$ cat src/rtl/apb_master_arbiter_if.sv
// APB bus bundle between apb_master_arbiter (master) and the slave side.
// The master modport drives the request phase; the slave modport answers it.
interface apb_master_arbiter_if #(
  parameter int ADDR_WIDTH = 16,
  parameter int DATA_WIDTH = 32
);
  logic [ADDR_WIDTH-1:0] PADDR;
  logic                  PSELx;
  logic                  PWRITE;
  logic [DATA_WIDTH-1:0] PWDATA;
  logic                  PENABLE;
  logic                  PREADY;
  logic [DATA_WIDTH-1:0] PRDATA;

  modport master (
    output PADDR, PSELx, PWRITE, PWDATA, PENABLE,
    input  PREADY, PRDATA
  );

  modport slave (
    input  PADDR, PSELx, PWRITE, PWDATA, PENABLE,
    output PREADY, PRDATA
  );
endinterface

$ cat src/rtl/apb_master_arbiter.sv
// Round-robin APB master sharing one APB bus between NUM_REQ requesters.
// Optional ACCESS-phase timeout abort is enabled with the APB_TIMEOUT_EN macro.
module apb_master_arbiter #(
  parameter int ADDR_WIDTH     = 16,
  parameter int DATA_WIDTH     = 32,
  parameter int NUM_REQ        = 4,
  parameter int TIMEOUT_CYCLES = 16
) (
  input  logic                          PCLK,
  input  logic                          PRESET,
  input  logic [NUM_REQ-1:0]            req_valid,
  input  logic [NUM_REQ-1:0]            req_write,
  input  logic [NUM_REQ*ADDR_WIDTH-1:0] req_addr,
  input  logic [NUM_REQ*DATA_WIDTH-1:0] req_wdata,
  output logic [NUM_REQ-1:0]            req_ready,
  output logic [NUM_REQ-1:0]            resp_valid,
  output logic [DATA_WIDTH-1:0]         resp_rdata,
  output logic                          resp_err,
  output logic                          busy,
  apb_master_arbiter_if.master          apb
);

  localparam int IW = $clog2(NUM_REQ);

  if (NUM_REQ < 2 || NUM_REQ > 8 || TIMEOUT_CYCLES < 1) begin : g_param_check
    $error("apb_master_arbiter: parameter out of range");
  end

  typedef enum logic [1:0] {
    IDLE   = 2'd0,
    SETUP  = 2'd1,
    ACCESS = 2'd2
  } state_t;

  state_t                state;
  state_t                next_state;
  logic [IW-1:0]         rr_ptr;
  logic [IW-1:0]         owner;
  logic [IW-1:0]         grant_idx;
  logic [IW:0]           cand;
  logic                  grant_found;
  logic                  grant;
  logic                  done;
  logic                  timeout_hit;
  logic                  psel;
  logic                  penable;
  logic                  write_q;
  logic [ADDR_WIDTH-1:0] addr_q;
  logic [DATA_WIDTH-1:0] wdata_q;

  function automatic logic [NUM_REQ-1:0] onehot(input logic [IW-1:0] idx);
    onehot      = '0;
    onehot[idx] = 1'b1;
  endfunction

  // Completion: slave ready, or the ACCESS phase ran out of time.
  assign done  = (state == ACCESS) && (apb.PREADY || timeout_hit);
  assign grant = grant_found && ((state == IDLE) || done);

  // Round-robin search from rr_ptr; the lowest offset with a pending request wins.
  always_comb begin
    grant_found = 1'b0;
    grant_idx   = rr_ptr;
    cand        = '0;
    for (int k = NUM_REQ - 1; k >= 0; k--) begin
      cand        = {1'b0, rr_ptr} + (IW+1)'(k);
      cand        = (cand >= (IW+1)'(NUM_REQ)) ? cand - (IW+1)'(NUM_REQ) : cand;
      grant_idx   = req_valid[cand[IW-1:0]] ? cand[IW-1:0] : grant_idx;
      grant_found = grant_found | req_valid[cand[IW-1:0]];
    end
  end

  always_comb begin
    req_ready = grant ? onehot(grant_idx) : '0;
  end

`ifdef APB_TIMEOUT_EN
  localparam int TW = $clog2(TIMEOUT_CYCLES + 1);
  logic [TW-1:0] to_cnt;

  // Counts ACCESS cycles of the current transfer; cleared whenever it ends.
  always_ff @(posedge PCLK or posedge PRESET) begin
    if (PRESET) begin
      to_cnt <= '0;
    end else if ((state == ACCESS) && !done) begin
      to_cnt <= to_cnt + TW'(1);
    end else begin
      to_cnt <= '0;
    end
  end

  assign timeout_hit = (state == ACCESS) && !apb.PREADY &&
                       (to_cnt == TW'(TIMEOUT_CYCLES - 1));
`else
  assign timeout_hit = 1'b0;
`endif

  // State register.
  always_ff @(posedge PCLK or posedge PRESET) begin
    if (PRESET) begin
      state <= IDLE;
    end else begin
      state <= next_state;
    end
  end

  // Next-state logic; a grant in the completing cycle chains straight into SETUP.
  always_comb begin
    case (state)
      IDLE:    next_state = grant ? SETUP : IDLE;
      SETUP:   next_state = ACCESS;
      ACCESS:  next_state = done ? (grant ? SETUP : IDLE) : ACCESS;
      default: next_state = IDLE;
    endcase
  end

  // APB phase outputs decoded from the state register.
  always_comb begin
    case (state)
      IDLE:    begin psel = 1'b0; penable = 1'b0; busy = 1'b0; end
      SETUP:   begin psel = 1'b1; penable = 1'b0; busy = 1'b1; end
      ACCESS:  begin psel = 1'b1; penable = 1'b1; busy = 1'b1; end
      default: begin psel = 1'b0; penable = 1'b0; busy = 1'b0; end
    endcase
  end

  // Request capture and pointer advance; fields persist into IDLE.
  always_ff @(posedge PCLK or posedge PRESET) begin
    if (PRESET) begin
      rr_ptr  <= '0;
      owner   <= '0;
      write_q <= 1'b0;
      addr_q  <= '0;
      wdata_q <= '0;
    end else if (grant) begin
      rr_ptr  <= (grant_idx == IW'(NUM_REQ - 1)) ? '0 : grant_idx + IW'(1);
      owner   <= grant_idx;
      write_q <= req_write[grant_idx];
      addr_q  <= req_addr[int'(grant_idx)*ADDR_WIDTH +: ADDR_WIDTH];
      wdata_q <= req_wdata[int'(grant_idx)*DATA_WIDTH +: DATA_WIDTH];
    end else begin
      rr_ptr  <= rr_ptr;
      owner   <= owner;
      write_q <= write_q;
      addr_q  <= addr_q;
      wdata_q <= wdata_q;
    end
  end

  // One-cycle response; writes and aborted transfers return zero data.
  always_ff @(posedge PCLK or posedge PRESET) begin
    if (PRESET) begin
      resp_valid <= '0;
      resp_rdata <= '0;
      resp_err   <= 1'b0;
    end else begin
      resp_valid <= done ? onehot(owner) : '0;
      resp_rdata <= (done && !write_q && !timeout_hit) ? apb.PRDATA : '0;
      resp_err   <= done && timeout_hit;
    end
  end

  assign apb.PADDR   = addr_q;
  assign apb.PWRITE  = write_q;
  assign apb.PWDATA  = wdata_q;
  assign apb.PSELx   = psel;
  assign apb.PENABLE = penable;

endmodule

$ cat src/flat_wrapper.sv
// flat-port wrapper written by rule: the top's interface ports become plain ports
module apb_master_arbiter_flat 
#(
  parameter int ADDR_WIDTH     = 16,
  parameter int DATA_WIDTH     = 32,
  parameter int NUM_REQ        = 4,
  parameter int TIMEOUT_CYCLES = 16
)
  (PCLK, PRESET, req_valid, req_write, req_addr, req_wdata, req_ready, resp_valid, resp_rdata, resp_err, busy, apb_PADDR, apb_PSELx, apb_PWRITE, apb_PWDATA, apb_PENABLE, apb_PREADY, apb_PRDATA);
  apb_master_arbiter_if #(.ADDR_WIDTH(ADDR_WIDTH), .DATA_WIDTH(DATA_WIDTH)) apb_i ();
  input  logic PCLK;
  input  logic PRESET;
  input  logic [NUM_REQ-1:0] req_valid;
  input  logic [NUM_REQ-1:0] req_write;
  input  logic [NUM_REQ*ADDR_WIDTH-1:0] req_addr;
  input  logic [NUM_REQ*DATA_WIDTH-1:0] req_wdata;
  output logic [NUM_REQ-1:0] req_ready;
  output logic [NUM_REQ-1:0] resp_valid;
  output logic [DATA_WIDTH-1:0] resp_rdata;
  output logic resp_err;
  output logic busy;
  output wire logic [$bits(apb_i.PADDR)-1:0] apb_PADDR;
  output wire logic [$bits(apb_i.PSELx)-1:0] apb_PSELx;
  output wire logic [$bits(apb_i.PWRITE)-1:0] apb_PWRITE;
  output wire logic [$bits(apb_i.PWDATA)-1:0] apb_PWDATA;
  output wire logic [$bits(apb_i.PENABLE)-1:0] apb_PENABLE;
  input wire logic [$bits(apb_i.PREADY)-1:0] apb_PREADY;
  input wire logic [$bits(apb_i.PRDATA)-1:0] apb_PRDATA;
  assign apb_PADDR = apb_i.PADDR;
  assign apb_PSELx = apb_i.PSELx;
  assign apb_PWRITE = apb_i.PWRITE;
  assign apb_PWDATA = apb_i.PWDATA;
  assign apb_PENABLE = apb_i.PENABLE;
  assign apb_i.PREADY = apb_PREADY;
  assign apb_i.PRDATA = apb_PRDATA;
  apb_master_arbiter #(.ADDR_WIDTH(ADDR_WIDTH), .DATA_WIDTH(DATA_WIDTH), .NUM_REQ(NUM_REQ), .TIMEOUT_CYCLES(TIMEOUT_CYCLES)) u_core (.PCLK(PCLK), .PRESET(PRESET), .req_valid(req_valid), .req_write(req_write), .req_addr(req_addr), .req_wdata(req_wdata), .req_ready(req_ready), .resp_valid(resp_valid), .resp_rdata(resp_rdata), .resp_err(resp_err), .busy(busy), .apb(apb_i));
endmodule
$ cat config.mk
export PLATFORM = sky130hd
export DESIGN_NAME = apb_master_arbiter_flat
export DESIGN_NICKNAME = d
export VERILOG_FILES = /design/src/rtl/apb_master_arbiter_if.sv /design/src/rtl/apb_master_arbiter.sv /design/src/flat_wrapper.sv
export SDC_FILE = /design/constraint.sdc
export NUM_CORES = 1
export LEC_CHECK = 0
export ABC_AREA = 1
export BUFFER_PORTS_ARGS = -buffer_cell sky130_fd_sc_hd__buf_2
export CAP_MARGIN = 30
export CORE_AREA = 2 2 126 128
export CTS_CLUSTER_DIAMETER = 60
export DETAILED_ROUTE_END_ITERATION = 6
export DIE_AREA = 0 0 128 130
export PLACE_DENSITY = 0.7
export SLEW_MARGIN = 25
export SYNTH_ARGS = -nofsm -noshare
export SYNTH_HDL_FRONTEND = slang
export SYNTH_SLANG_ARGS = --single-unit
export TNS_END_PERCENT = 100
$ cat constraint.sdc
create_clock -name PCLK -period 3.6 [get_ports PCLK]
set_input_delay 1.08 -clock PCLK [delete_from_list [all_inputs] [get_ports PCLK]]
set_output_delay 1.08 -clock PCLK [all_outputs]
set_load 0.02 [all_outputs]
==> results.yml, run 1 <==
timing:
  maxSlewViolCount: 0
  hold_viol: 0
  timing.final.crit_share_pct: 96.53
  post_layout_min_period_ps: 3475
  slew_headroom_pct: 36.45
  setup_tns_ps: 0
  grt_setup_unrepaired: "false"
  finalSetupViolCount: 0
  clock-skew-final_ps: 10.70
  timing_worst_slew_pin_value_ps: 953.3
  fmax_achieved_mhz: 287.8
logic_synthesis:
  synthFlopType: "sky130_fd_sc_hd__dfrtp_1"
  synth_commonest_cells: "233 x sky130_fd_sc_hd__nand3_1, 225 x sky130_fd_sc_hd__nand2_1, 91 x sky130_fd_sc_hd__dfrtp_1, 59 x sky130_fd_sc_hd__nor2_1, 53 x sky130_fd_sc_hd__inv_1"
  syn_inst: 760
  async_flop_share_pct: 100.0
  synth-edff-count: 0
  synth_area_per_cell_um2: 7.017
  synth_cell_types: 24
  yosysWarnings: 0
  synth_top_area_share_pct: 42.70
  synth_fp_nets: 1002
  yosysMostFrequentCell: "sky130_fd_sc_hd__nand3_1"
  yosys-top-cells-area: "sky130_fd_sc_hd__dfrtp_1 43%, sky130_fd_sc_hd__nand3_1 22%, sky130_fd_sc_hd__nand2_1 16%, sky130_fd_sc_hd__nor2_1 4.2%, sky130_fd_sc_hd__inv_1 3.7%"
  syn_std_cell_area_um2: 5333
  synth-seq-cells: 91
  yosysSeqAreaShare_pct: 42.70
  synth_area_leader_cell: "sky130_fd_sc_hd__dfrtp_1"
setup_path:
  required_ps: 2520
  cp_common_cell: "sky130_fd_sc_hd__nand2_2"
  critical-path-max-stage-delay_ps: 150
  path_class: "primary input to output pin"
  start_kind: "primary input"
  element_type_at_the_critical_path_end: "output pin"
  crit-reg2reg-launch: "u_core.rr_ptr[0]"
  critical_path.reg2reg.endpoint: "u_core.apb.PWDATA[30]"
  crit_path_top_delay_cell: "sky130_fd_sc_hd__ha_1"
  crit_fanout: 5
  cp_data_arrival_time_ps: 2400
  reg2reg_setup_slack_ps: 840
  worst_r2r_path_depth: 14
  crit_path_cell_trace: "buf_2, inv_2, nand2_2, nand3_2, nand2_1, inv_1, nand2_1, nand2_2, nand2_2, nand2_4, nand2_4, inv_2, ha_1, inv_1, nor2_1, buf_4"
cts:
  cts_max_level: 3
  cts_made_buffers: 9
  cts.clk_slew.worst_paths_ps: 80
  clk-insertion-delay-late_ps: 350
  cts_tree: "done"
  numClockSinks: 91
  cts_root_buffer_type: "sky130_fd_sc_hd__clkbuf_16"
  clockBufferDepth: 2
placed_design:
  port-buffer-count: 326
  dpl.hpwl_mm: 13.35
  gpl.final_weighted_congestion: 0.8782
global_routing:
  via_count_of_the_first_global_routing_pass: 5539
  grt_start_max_net_pins: 93
  grt_util_all_layers_pct: 21.27
  grt_overflow_total: 0
  grt_first_pass_wirelength_mm: 27.68
  grt_antenna_before_repair: 0
power:
  max-vdd-ir-drop_v: 0.0008560
  power_leakage_uw: 0.004376
  p_per_area_nw_per_um2: 1102
  p_total_uw: 8097
detailed_routing:
  detail_route.wirelength_mm: 18.40
  avgViaCountPerCell: 4.849
  detail-route-antenna-nets: 0
  drtPass1Iterations: 5
  num_vias: 6066
  drc: 0
  dr.first_iter.drc_count: 285
  post_drt_wl_per_cell_um: 14.71
min_path:
  worstHoldEndpoint: "u_core.apb.PWDATA[8]"
  timing.hold.worst.start: "u_core.apb.PWDATA[8]"
  timing.hold.worst_path_depth: 2
  hold_path_class: "flop to flop"
floorplan:
  floorplan.core_area_um2: 15420
  initial_utilization_pct: 34.57
  ioPinCount: 328
  std_cell_rows: 46
  fp.dieH_um: 130
  fp.dieW_um: 128
  dieArea_um2: 16640
cells_and_area:
  layout-drive-gt1-share_pct: 36.36
  fillers: 1587
  multi_input_comb_area_um2: 2542
  area_growth_syn_to_layout_pct: 37.80
  fin_util_pct: 47.64
  antenna_cells: 0
  seqCellArea_um2: 2277
  layout.nets: 1296
status:
  run_status: "complete, no violations"
run:
  cap_viol_max_count: 0
[worst max-delay path, delay by kind of cell]
kind                       cells  cell delay (ps)
buffers and inverters          6              480
and+or+nand+nor                9              670
adders and majority gates      1              150
[cell usage in the layout, fill, tap and decap left out, types with 2 or more instances in the layout]
| master | n |
|---|---|
| sky130_fd_sc_hd__nand3_2 | 2 |
| sky130_fd_sc_hd__dfrtp_1 | 91 |
| sky130_fd_sc_hd__inv_1 | 51 |
| sky130_fd_sc_hd__nand2_4 | 2 |
| sky130_fd_sc_hd__inv_4 | 2 |
| sky130_fd_sc_hd__buf_2 | 325 |
| sky130_fd_sc_hd__a21oi_1 | 2 |
| sky130_fd_sc_hd__or2_2 | 7 |
| sky130_fd_sc_hd__nand2_2 | 8 |
| sky130_fd_sc_hd__o21ai_0 | 4 |
| sky130_fd_sc_hd__ha_1 | 7 |
| sky130_fd_sc_hd__nand2_1 | 223 |
| sky130_fd_sc_hd__nor2_1 | 59 |
| sky130_fd_sc_hd__inv_6 | 2 |
| sky130_fd_sc_hd__nor3_1 | 4 |
| sky130_fd_sc_hd__clkbuf_16 | 9 |
| sky130_fd_sc_hd__inv_2 | 6 |
| sky130_fd_sc_hd__nand3_1 | 231 |
| sky130_fd_sc_hd__buf_4 | 11 |
| sky130_fd_sc_hd__inv_8 | 3 |
| sky130_fd_sc_hd__buf_12 | 3 |
[how the worst max path moves through the flow]
stage                       startpoint      endpoint  slack, ps  cells past startpoint
after floorplan           req_valid[3]  req_ready[3]         90                     13
after global placement    req_valid[3]  req_ready[2]        160                     16
after detailed placement  req_valid[3]  req_ready[2]         90                     16
after CTS                 req_valid[3]  req_ready[2]         90                     16
after global routing      req_valid[1]  req_ready[2]          6                     16
final                     req_valid[3]  req_ready[2]        120                     16
[sequential cells by signal, indices dropped and copies added, names as in the netlist]
| signal | count |
|---|---|
| u_core.apb.PADDR | 16 |
| u_core.apb.PWDATA | 32 |
| u_core.apb.PWRITE | 1 |
| u_core.owner | 2 |
| u_core.resp_valid | 4 |
| u_core.state | 2 |
| u_core.rr_ptr | 2 |
| u_core.resp_rdata | 32 |
[per-stage QoR]
step | instances | worst slack [ps] | instance area, um^2 | hold slack [ps]
after floorplan | 760 | 90.68 | 5333 | 432.3
after global placement | 1234 | 157.2 | 7017 | 441.1
after global routing | 1251 | 6.006 | 7348 | 492.3
after CTS | 1250 | 88.17 | 7310 | 471.6
final | 1251 | 125.0 | 7348 | 477.5
after detailed placement | 1234 | 94.18 | 7017 | 456.6
[cell type report]
class / instances / area share (%)
multi-input combinational: 554 / 34.60
clock buffer: 9 / 3.065
timing repair buffer: 339 / 24.08
sequential: 91 / 30.99
clock inverter: 7 / 0.9195
tap: 192 / 3.269
inverter: 59 / 3.082
[cells by family (layout without fill, tap and decap cells)]
| kind of cell | Yosys count | after routing | share of synthesized area (%) |
|---|---|---|---|
| adder cells (fa/ha/maj) | 7 | 7 | 1.642 |
| flip-flops | 91 | 91 | 42.70 |
| other | 1 | 1 | 0.07032 |
| AO/OA/AOI/OAI | 9 | 9 | 0.9620 |
| buffers and inverters | 115 | 414 | 10.25 |
| AND/OR/NAND/NOR | 537 | 537 | 44.37 |
[where the power goes]
| part | switching [uW] | internal, uW | total, uW |
|---|---|---|---|
| Combinational | 3780 | 1760 | 5540 |
| Sequential | 200 | 1420 | 1620 |
| Clock | 449 | 489 | 939 |
[routing by layer]
layer	share of wire [%]	GRT usage, %	vias up
met3	8.0	4.838	17
li1	-	-	3021
met5	0	0	-
met4	1.5	6.658	0
met1	41	25.59	2752
met2	49	38.00	276
[what timing repair did]
item | CTS | global route
buffers inserted | 0 | 0
gates resized for setup | 0 | 6
hold buffers | 0 | 0
endpoints found under the setup margin | 0 | 2
hold endpoints to repair | 0 | 0
No activity file was read; power rests on OpenSTA's default activity.
==> run 2, diff against run 1 <==
PLACE_DENSITY = 0.72   (was 0.7)
==> results.yml, run 2 (synthesis results as in run 1) <==
placed_design:
  gpl.final_weighted_congestion: 0.8523
  dpl.hpwl_mm: 13.86
  placed_cell_area_um2: 7032
  port-buffer-count: 326
  pre_cts_slack_ps: 101.6
setup_path:
  reg2reg_setup_slack_ps: 850
  crit_fanout: 5
  cp_common_cell: "sky130_fd_sc_hd__nand2_1"
  cp_data_arrival_time_ps: 2390
  element_type_at_the_critical_path_end: "output pin"
  crit_path_top_delay_cell: "sky130_fd_sc_hd__buf_2"
  required_ps: 2520
  path_class: "primary input to output pin"
  crit_path_cell_trace: "buf_2, inv_2, nand2_1, nand3_2, nand2_1, inv_1, nand2_1, nand2_2, nand2_2, nand2_4, nand2_4, inv_2, ha_1, inv_1, nor2_1, buf_2"
  start_kind: "primary input"
  worst_r2r_path_depth: 14
  crit_start: "req_valid[3]"
  critical-path-max-stage-delay_ps: 160
  setup.worst_path.end: "req_ready[0]"
  crit-reg2reg-launch: "u_core.rr_ptr[0]"
  critical_path.reg2reg.endpoint: "u_core.apb.PWDATA[28]"
detailed_routing:
  num_vias: 6166
  drc: 0
  post_drt_wl_per_cell_um: 14.89
  detail_route.wirelength_mm: 18.64
  drtPass1Iterations: 5
  detail-route-antenna-nets: 0
  dr.first_iter.drc_count: 300
  avgViaCountPerCell: 4.925
timing:
  timing_worst_slew_pin_value_ps: 1004
  finalSetupViolCount: 0
  holdWs_ps: 459.6
  hold_viol: 0
  maxSlewViolCount: 0
  clock-skew-final_ps: 8.923
  timing.final.crit_share_pct: 96.25
  grt_setup_unrepaired: "false"
  fmax_achieved_mhz: 288.6
  timing.final.ws_setup_ps: 134.8
  slew_headroom_pct: 33.10
  setup_tns_ps: 0
  post_layout_min_period_ps: 3465
power:
  power.switching_uw: 4438
  max-vdd-ir-drop_v: 0.0008761
  share_comb_of_total_power_pct: 68.5
  power.sequential.fraction_pct: 20.0
  p_per_area_nw_per_um2: 1105
  swShare_pct: 54.67
  power_leakage_uw: 0.004372
  p_int_uw: 3681
  power.clock.fraction_pct: 11.5
run:
  cap_viol_max_count: 0
floorplan:
  fp.dieH_um: 130
  std_cell_rows: 46
  dieArea_um2: 16640
  floorplan.core_area_um2: 15420
  fp.dieW_um: 128
  ioPinCount: 328
  initial_utilization_pct: 34.57
global_routing:
  grt_antenna_before_repair: 0
  grt_first_pass_wirelength_mm: 27.66
  grt_start_max_net_pins: 93
  via_count_of_the_first_global_routing_pass: 5600
  grt_overflow_total: 0
  grt_util_all_layers_pct: 21.29
cts:
  cts_made_buffers: 9
  cts_max_level: 3
  cts.clk_slew.worst_paths_ps: 70
  clockBufferDepth: 2
  cts_tree: "done"
  cts_root_buffer_type: "sky130_fd_sc_hd__clkbuf_16"
  numClockSinks: 91
  clk-insertion-delay-late_ps: 350
  holdBufCountCts: 0
  post_cts_repair_timing_setup_buffer_count: 0
cells_and_area:
  design_area_um2: 7347
  fin_util_pct: 47.63
  layout.nets: 1297
  most_common_cell_after_layout_fill_and_taps_aside: "sky130_fd_sc_hd__buf_2"
  fillers: 1580
  layout-drive-gt1-share_pct: 36.32
  layout.cells.most_common_list: "324 x sky130_fd_sc_hd__buf_2, 231 x sky130_fd_sc_hd__nand3_1, 224 x sky130_fd_sc_hd__nand2_1"
  area_growth_syn_to_layout_pct: 37.78
  antenna_cells: 0
min_path:
  hold_path_class: "flop to flop"
status:
  run_status: "complete, no violations"
## run 2: cell types whose count changed in the layout (fill, tap and decap cells not counted), sizes merged
cell / delta
clkinvlp: +1
buf: +1
clkinv: +1
inv: -2
## run 2: worst min-delay path by stage
stage | start | cells past startpoint | endpoint
6_report | u_core.owner[1] | 1 | u_core.resp_valid[0]
5_1_grt | u_core.owner[1] | 1 | u_core.resp_valid[1]
4_1_cts | u_core.owner[1] | 1 | u_core.resp_valid[1]
3_5_place_dp | u_core.owner[1] | 1 | u_core.resp_valid[1]
3_3_place_gp | u_core.owner[1] | 1 | u_core.resp_valid[1]
2_1_floorplan | u_core.owner[1] | 1 | u_core.resp_valid[0]
## run 2: area by class of cell
class / instances / area [um^2] / share of cell area, %
clock buffer: 9 / 225.2 / 3.065
inverter: 59 / 226.5 / 3.082
tap: 192 / 240.2 / 3.270
clock inverter: 7 / 71.32 / 0.9707
sequential: 91 / 2277 / 30.99
multi-input combinational: 554 / 2540 / 34.57
timing repair buffer: 340 / 1767 / 24.05
## run 2: what timing repair did
action,4_1_cts,5_1_grt
endpoints found under the setup margin,0,3
gates resized for setup,0,6
hold endpoints to repair,0,0
## run 2: stage by stage
step | power (uW) | instances
5_1_grt | 8869 | 1252
6_report | 8119 | 1252
3_5_place_dp | 7188 | 1236
2_1_floorplan | 5748 | 760
3_3_place_gp | 7114 | 1236
4_1_cts | 8152 | 1252
## run 2: per-layer routing
layer / wire length [um] / global-route usage (%) / share of wire, % / vias up
met5: 0 / 0 / 0 / -
met3: 1412 / 5.412 / 7.6 / 21
met4: 255 / 5.818 / 1.4 / 0
met1: 7702 / 26.41 / 41 / 2834
met2: 9273 / 37.06 / 50 / 287
li1: - / - / - / 3024
## run 2: critical path, delay by kind of cell
family | cells | cell delay, ps
and+or+nand+nor | 9 | 660
buffers and inverters | 6 | 490
adders and majority gates | 1 | 140
## run 2: power groups by stage
stage	combinational [uW]	sequential [uW]	clock (uW)
final	5560	1630	934
after floorplan	3750	2000	0
after detailed placement	5550	1640	0
after global placement	5480	1630	0
after global routing	6200	1670	1000
after CTS	5570	1620	962
==> run 3, diff against run 2 <==
CORE_AREA = 2 2 128 130   (was 2 2 126 128)
CTS_BUF_LIST = sky130_fd_sc_hd__clkbuf_2   (was unset)
DIE_AREA = 0 0 130 132   (was 0 0 128 130)
PLACE_DENSITY = 0.7   (was 0.72)
==> results.yml, run 3 (synthesis results as in run 1) <==
detailed_routing:
  detail_route.wirelength_mm: 18.51
  detail-route-antenna-nets: 0
  drc: 0
  post_drt_wl_per_cell_um: 14.38
  drtPass1Iterations: 5
  topRoutingLayerUsed: "met4"
  num_vias: 6094
  avgViaCountPerCell: 4.735
  met1Wirelength_mm: 7.621
  dr.first_iter.drc_count: 314
  routed_length_on_met3_mm: 1.542
  detailed_routed_wire_length_on_met2_mm: 9.056
placed_design:
  dp_cells: 1261
  gpl.final_weighted_congestion: 0.8727
  port-buffer-count: 326
  dpl.hpwl_mm: 13.45
  placed_cell_area_um2: 7057
cells_and_area:
  layout.cells.most_common_list: "322 x sky130_fd_sc_hd__buf_2, 231 x sky130_fd_sc_hd__nand3_1, 216 x sky130_fd_sc_hd__nand2_1"
  area_growth_syn_to_layout_pct: 38.17
  most_common_cell_after_layout_fill_and_taps_aside: "sky130_fd_sc_hd__buf_2"
  design_area_um2: 7368
  fin_util_pct: 46.89
  layout.nets: 1307
  post_layout_nonfiller_instances: 1287
  layout-drive-gt1-share_pct: 38.04
timing:
  slew_headroom_pct: 36.25
  finalSetupViolCount: 0
  timing.final.crit_share_pct: 97.12
  grt_setup_unrepaired: "true"
  post_layout_min_period_ps: 3496
  maxSlewViolCount: 0
  hold_viol: 0
  fmax_achieved_mhz: 286.0
  timing_worst_slew_pin_value_ps: 956.2
  clock-skew-final_ps: 45.86
global_routing:
  via_count_of_the_first_global_routing_pass: 5764
  grt_util_all_layers_pct: 21.15
  grt_antenna_before_repair: 1
  grt_start_max_net_pins: 93
  grt_first_pass_wirelength_mm: 28.68
  grt_overflow_total: 0
cts:
  cts.clk_slew.worst_paths_ps: 320
  cts_root_buffer_type: "sky130_fd_sc_hd__clkbuf_2"
  clk-insertion-delay-late_ps: 590
  cts_tree: "done"
  clockBufferDepth: 2
  cts_max_level: 3
  numClockSinks: 91
  holdBufCountCts: 0
  cts_made_buffers: 9
min_path:
  hold_path_class: "primary input to async pin"
setup_path:
  start_kind: "primary input"
  crit_fanout: 5
  element_type_at_the_critical_path_end: "output pin"
  cp_common_cell: "sky130_fd_sc_hd__nand2_4"
  crit-reg2reg-launch: "u_core.rr_ptr[0]"
  critical-path-max-stage-delay_ps: 170
  kind_of_cell_adding_the_most_delay_to_the_critical_path: "simple AND/OR/NAND/NOR gates"
  cp_data_arrival_time_ps: 2420
  crit_buf_inv: 6
  required_ps: 2520
  path_class: "primary input to output pin"
  crit_path_cell_trace: "buf_2, inv_2, nand2_2, nand3_2, nand2_2, inv_1, nand2_2, nand2_4, nand2_4, nand2_4, nand2_4, inv_4, ha_2, inv_1, nor2_1, buf_4"
  crit_start: "req_valid[3]"
  crit_path_top_delay_cell: "sky130_fd_sc_hd__ha_2"
floorplan:
  fp.dieH_um: 132
  floorplan.core_area_um2: 15710
  std_cell_rows: 46
  fp.dieW_um: 130
  dieArea_um2: 17160
  initial_utilization_pct: 33.94
  ioPinCount: 328
power:
  p_per_area_nw_per_um2: 1077
  max-vdd-ir-drop_v: 0.0008377
  power_leakage_uw: 0.004369
  p_total_uw: 7937
status:
  run_status: "complete, no violations"
run:
  cap_viol_max_count: 0
run 3: through the flow:
| stage | setup TNS [ps] | setup WS (ps) | hold slack (ps) |
|---|---|---|---|
| 2_1_floorplan | 0 | 90.68 | 432.3 |
| 3_3_place_gp | 0 | 122.1 | 442.8 |
| 3_5_place_dp | 0 | 62.88 | 448.9 |
| 4_1_cts | 0 | 4.840 | 414.6 |
| 5_1_grt | -136.2 | -41.79 | 401.1 |
| 6_report | 0 | 103.7 | 454.1 |
run 3: cell type report:
class	instances	area, um^2
well taps	216	270.3
repair buffers	350	1862
fillers	1622	8344
diodes	1	2.502
inverters	59	231.5
flip-flops and latches	91	2280
clock inverters	7	95.09
multi-input cells	554	2582
clock buffers	9	45.04
run 3: power breakdown:
| part | internal (uW) | switching, uW |
|---|---|---|
| registers | 1420 | 194 |
| logic | 1910 | 3830 |
| clock network | 181 | 405 |
run 3: path summary, 6_finish.rpt:
kind	endpoint	slack, ps	cells past startpoint
min in group PCLK	u_core.resp_valid[0]	480	1
max in group asynchronous	u_core.apb.PWDATA[26]	2410	3
hold / removal	u_core.resp_rdata[17]	450	2
hold reg to reg	u_core.resp_valid[0]	480	1
setup reg to reg	u_core.apb.PWDATA[2]	1050	13
setup / recovery	req_ready[0]	100	16
run 3: what timing repair did:
action | 4_1_cts | 5_1_grt
pin swaps | 0 | 11
setup endpoints to repair | 4 | 4
buffers inserted | 3 | 5
endpoints found under the hold margin | 0 | 0
gates resized for setup | 3 | 27
run 3: routing by layer:
layer,GRT usage (%),up-vias
li1,-,3041
met1,25.63,2745
met2,36.88,288
met3,5.195,20
met4,6.213,0
met5,0,-
